$ cat src/rtl/life_frame_sequencer.sv
// 8x8 Game of Life generation sequencer.
// Ping-pong grid buffers, seed stream load, tear-free pixel read port.
module life_frame_sequencer #(
  parameter logic [7:0] ALIVE_VALUE = 8'hFF,
  parameter logic [7:0] DEAD_VALUE  = 8'h00
) (
  input  logic        clk,
  input  logic        rst,
  input  logic        load,
  input  logic        seed_valid,
  input  logic [7:0]  seed_data,
  output logic        seed_ready,
  input  logic        step,
  input  logic [5:0]  pix_addr,
  output logic [7:0]  pix_data,
  output logic        busy,
  output logic        gen_done,
  output logic [15:0] generation,
  output logic [6:0]  alive_count
);

  typedef enum logic [2:0] {
    IDLE, LOAD, READY, COMPUTE, SWAP
  } state_t;

  state_t state, state_nx;

  logic [1:0][63:0] bufs;
  logic [63:0]      front;
  logic             front_sel;
  logic [5:0]       idx;
  logic [6:0]       pop;
  logic [2:0]       row, col;
  logic [3:0]       nbr;
  logic             cur, nxt;
  logic             xfer, seed_bit, last;

  assign front      = bufs[front_sel];
  assign seed_ready = (state == LOAD);
  assign busy       = (state == LOAD) ||
                      (state == COMPUTE) ||
                      (state == SWAP);
  assign xfer       = seed_valid && seed_ready;
  assign seed_bit   = |seed_data;
  assign last       = (idx == 6'd63);
  assign row        = idx[5:3];
  assign col        = idx[2:0];
  assign cur        = front[idx];

  // Toroidal neighbour count and next-cell rule for the current index
  always_comb begin
    nbr = '0;
    for (int dr = -1; dr <= 1; dr++) begin
      for (int dc = -1; dc <= 1; dc++) begin
        if (dr != 0 || dc != 0) begin
          nbr = nbr + 4'(front[{3'(row + dr),
                                 3'(col + dc)}]);
        end
      end
    end
    nxt = cur ? (nbr == 4'd2 || nbr == 4'd3)
              : (nbr == 4'd3);
  end

  // State register
  always_ff @(posedge clk or posedge rst) begin
    if (rst) state <= IDLE;
    else     state <= state_nx;
  end

  // Next-state logic; load has priority over step in READY
  always_comb begin
    state_nx = state;
    unique case (state)
      IDLE:    if (load) state_nx = LOAD;
      LOAD:    if (xfer && last) state_nx = READY;
      READY: begin
        if (load)      state_nx = LOAD;
        else if (step) state_nx = COMPUTE;
      end
      COMPUTE: if (last) state_nx = SWAP;
      SWAP:    state_nx = READY;
      default: state_nx = IDLE;
    endcase
  end

  // Grid buffers, counters, status and registered pixel port
  always_ff @(posedge clk or posedge rst) begin
    if (rst) begin
      bufs        <= '0;
      front_sel   <= 1'b0;
      idx         <= '0;
      pop         <= '0;
      pix_data    <= 8'h00;
      gen_done    <= 1'b0;
      generation  <= '0;
      alive_count <= '0;
    end else begin
      gen_done <= 1'b0;
      pix_data <= front[pix_addr] ? ALIVE_VALUE
                                  : DEAD_VALUE;
      unique case (state)
        IDLE: begin
          if (load) begin
            idx <= '0;
            pop <= '0;
          end
        end
        READY: begin
          if (load || step) begin
            idx <= '0;
            pop <= '0;
          end
        end
        LOAD: begin
          if (xfer) begin
            bufs[front_sel][idx] <= seed_bit;
            idx <= idx + 6'd1;
            pop <= pop + 7'(seed_bit);
            if (last) begin
              generation  <= '0;
              alive_count <= pop + 7'(seed_bit);
            end
          end
        end
        COMPUTE: begin
          bufs[~front_sel][idx] <= nxt;
          idx <= idx + 6'd1;
          pop <= pop + 7'(nxt);
        end
        SWAP: begin
          front_sel   <= ~front_sel;
          alive_count <= pop;
          generation  <= generation + 16'd1;
          gen_done    <= 1'b1;
        end
        default: ;
      endcase
    end
  end

endmodule
$ cat config.mk
export PLATFORM = sky130hd
export DESIGN_NAME = life_frame_sequencer
export DESIGN_NICKNAME = d
export VERILOG_FILES = /design/src/rtl/life_frame_sequencer.sv
export SDC_FILE = /design/constraint.sdc
export NUM_CORES = 1
export LEC_CHECK = 0
export CELL_PAD_IN_SITES_DETAIL_PLACEMENT = 0
export CELL_PAD_IN_SITES_GLOBAL_PLACEMENT = 1
export CORE_UTILIZATION = 35
export CTS_BUF_LIST = sky130_fd_sc_hd__clkbuf_8
export DETAILED_ROUTE_END_ITERATION = 10
export GPL_TIMING_DRIVEN = 1
export PLACE_DENSITY = 0.75
export SLEW_MARGIN = 15
export SYNTH_ARGS = -nofsm -noshare
export SYNTH_HDL_FRONTEND = slang
export SYNTH_SLANG_ARGS = --single-unit
export TNS_END_PERCENT = 20
$ cat constraint.sdc
create_clock -name clk -period 6.95 [get_ports clk]
set_clock_uncertainty 0.05 [all_clocks]
set_input_delay 0.695 -clock clk [delete_from_list [all_inputs] [get_ports clk]]
set_output_delay 0.695 -clock clk [all_outputs]
set_load 0.01 [all_outputs]
==> impl_metrics.tcl <==
set metrics [dict create \
    rsz0062_at_grt "no" \
    routed_wl_um 35080 \
    relSlewSlack_pct 21.55 \
    synth_cell_types 60 \
    crit_type "flop to flop" \
    synth_area_leaders "dfrtp_1, mux2i_1, mux4_2, mux2_4, nor2_1" \
    yosysTopAreaCell "dfrtp_1" \
    hold_buffers 0 \
    htreeDepth 4 \
    cp-start-kind "flop" \
    reg2regPathDepth 25 \
    setup_violations 0 \
    min_period_ns 6.574 \
    layout-drive-gt1-share_pct 20.87 \
    dp_slack_ns 0.3750 \
    grt_pass1_wl_um 54300 \
    clkTransAtPathRegs_ns 0.11 \
    synth_warnings 0 \
    final_hold_viol_count 0 \
    async_flop_share_pct 100.0 \
    fin_crit_sh_pct 94.58 \
    final-max-slew-violation-count 0 \
    numCtsBuffers 17 \
    first_pass_iters 5 \
    worst_pin_slew_ns 1.173 \
    cts_sinks 170 \
    cts-root-buf "clkbuf_8" \
    yosysSeqAreaShare_pct 38.16 \
    finalSetupTns_ns 0 \
    crit_fanout 30 \
    final_util_pct 40.58 \
    place_congestion 0.9829 \
    first_global_vias 8646 \
    netlist_area_um2 11150 \
    critPathRequiredTime_ns 7.28 \
    nNetsFinal 1124 \
    num_antenna_cells 0 \
    drv_cap 0 \
    dieWidth_um 180.5 \
    drt_first_iter_violations 877 \
    rows 64 \
    vias_per_cell 5.870 \
    timing.fmax_mhz 152.1 \
    io_buffers 52 \
    synth_ff_type "dfrtp_1" \
    leakage_nw 5.082 \
    worstHoldStart "alive_count[0]" \
    timing.rr.start "front_sel" \
    antenna_found_initial 0 \
    setup.worst_path.end_class "flop" \
    crit_start "front_sel" \
    timing.rr.end "pop[2]" \
    ant_nets 0 \
    cts_tree "done" \
    vias 8793 \
    worst-r2r-setup-slack_ns 0.38 \
    io_pins 53 \
    grt_max_degree 67 \
    min_to "alive_count[0]" \
    worst_slack_ns 0.3764 \
    min_path_cells 2 \
    grtUsageTotal_pct 22.13 \
    synth_nets 1094 \
    power.density_nw_per_um2 556.5 \
    synth-edff-count 0 \
    die_h_um 180.5 \
    area_growth_pct 12.83 \
    cts_buffer_depth 2 \
    post-dp-hpwl_um 24690 \
    whs_ns 0.4474 \
    drc_errors 0 \
    start_util_pct 35.97 \
    synthCells 1059 \
    core_area_um2 30990 \
    avgRoutedWirePerCell_um 23.42 \
    status "complete, no violations" \
    synth_area_per_cell_um2 10.53 \
    worstPathArrival_ns 6.90 \
    overflow 0 \
    insertion_delay_ns 0.53 \
    yosysTopAreaCellShare_pct 38.16 \
    vdd_drop_max_v 0.0006136 \
    ys_ff_latch 170 \
    min_path_type "flop to flop" \
    dieArea_um2 32570 \
]
## metrics by stage
step	cells	cell area [µm²]	total power, W
finish	1498	12580	0.006999
global route	1498	12580	0.007584
CTS	1498	12510	0.006989
detailed placement	1466	12100	0.006214
global placement	1466	12100	0.006078
floorplan	1059	11150	0.004845
## sequential cells by signal, indices dropped and copies added, names as in the netlist
signal / count
front_sel: 1
alive_count: 7
pop: 7
pix_data: 1
state: 3
bufs: 128
idx: 6
generation: 16
gen_done: 1
## cells in the mapped netlist, drive strengths merged, types with 3 or more instances
| cell | instances |
|---|---|
| a31oi | 63 |
| nor4 | 7 |
| mux2i | 101 |
| dfrtp | 170 |
| nor2b | 5 |
| nand4 | 9 |
| nor3b | 3 |
| a211oi | 5 |
| o21ai | 43 |
| inv | 17 |
| ha | 12 |
| fa | 4 |
| a22oi | 4 |
| and3 | 7 |
| a21oi | 88 |
| mux2 | 69 |
| and2 | 4 |
| o22ai | 35 |
| or3b | 4 |
| nor3 | 14 |
| xnor2 | 6 |
| mux4 | 48 |
| nand3 | 20 |
| clkbuf | 43 |
| buf | 52 |
| nand2 | 59 |
| nand3b | 5 |
| xor2 | 6 |
| nand2b | 5 |
| or3 | 7 |
| nor2 | 120 |
## worst max-delay path, stage by stage (launching register included)
cell and delay (ns):
dfrtp_4 0.54, buf_16 0.25, buf_8 0.22, mux2i_1 0.37, mux2i_1 0.18, mux4_2 0.53
mux2i_1 0.21, mux4_2 0.26, inv_1 0.05, fa_1 0.52, inv_1 0.05, fa_1 0.50
fa_1 0.55, inv_1 0.04, ha_1 0.21, fa_1 0.40, o21ai_0 0.17, nand2_1 0.09
inv_1 0.10, and2_1 0.19, ha_1 0.19, a31oi_1 0.12, buf_4 0.20, and2_1 0.14
o21ai_0 0.14, o31ai_1 0.11
## how the worst max path moves through the flow
stage / to / slack (ns)
6_report: pop[2] / 0.38
3_5_place_dp: pop[5] / 0.37
5_1_grt: pop[5] / 0.02
2_1_floorplan: pop[4] / 0.42
3_3_place_gp: pop[4] / 0.44
4_1_cts: pop[2] / 0.33
## metal layers
metal | up-vias | wire length (µm) | track usage (%)
li1 | 3998 | - | -
met4 | 0 | 979 | 9.026
met2 | 315 | 15690 | 33.19
met5 | - | 0 | 0
met3 | 47 | 2583 | 4.729
met1 | 4433 | 15830 | 30.92
## where the power goes
part,switching (W),internal (W)
registers,0.000264,0.00121
logic,0.00272,0.00204
clock network,0.000425,0.000337
## placed cells by master (no fill, tap or decap), types with 6 or more instances in the layout
| master | instances |
|---|---|
| a21oi_1 | 88 |
| a31oi_1 | 63 |
| and3_1 | 7 |
| buf_4 | 48 |
| clkbuf_8 | 18 |
| clkdlybuf4s50_1 | 52 |
| dfrtp_1 | 168 |
| ha_1 | 12 |
| inv_1 | 15 |
| mux2_2 | 8 |
| mux2_4 | 60 |
| mux2i_1 | 89 |
| mux2i_2 | 12 |
| mux4_1 | 7 |
| mux4_2 | 41 |
| nand2_1 | 59 |
| nand3_1 | 20 |
| nand4_1 | 9 |
| nor2_1 | 118 |
| nor3_1 | 11 |
| nor4_1 | 6 |
| o21ai_0 | 42 |
| o22ai_1 | 35 |
| or3_1 | 7 |
| xor2_1 | 6 |
## kinds of logic (layout without fill, tap and decap cells)
group / Yosys count / after routing / share of synthesized area, %
compound gates: 256 / 256 / 13.83
flops: 170 / 170 / 38.16
buf+inv: 113 / 156 / 5.522
mux: 218 / 218 / 27.99
xor+xnor: 12 / 12 / 1.010
simple gates: 274 / 274 / 11.42
fa+ha+maj: 16 / 16 / 2.065
## area by class of cell
| type | instances | area, µm² |
|---|---|---|
| Clock buffer | 18 | 247.7 |
| Clock inverter | 14 | 163.9 |
| Fill cell | 2984 | 18410 |
| Inverter | 18 | 72.57 |
| Multi-Input combinational cell | 776 | 6344 |
| Sequential cell | 170 | 4259 |
| Tap cell | 396 | 495.5 |
| Timing Repair Buffer | 106 | 994.7 |
## what timing repair did
action	in CTS	in global routing
setup endpoints to repair	0	4
setup buffers	0	0
resized for setup	0	17
endpoints found under the hold margin	0	0
Power figures use the tool's default switching activity.
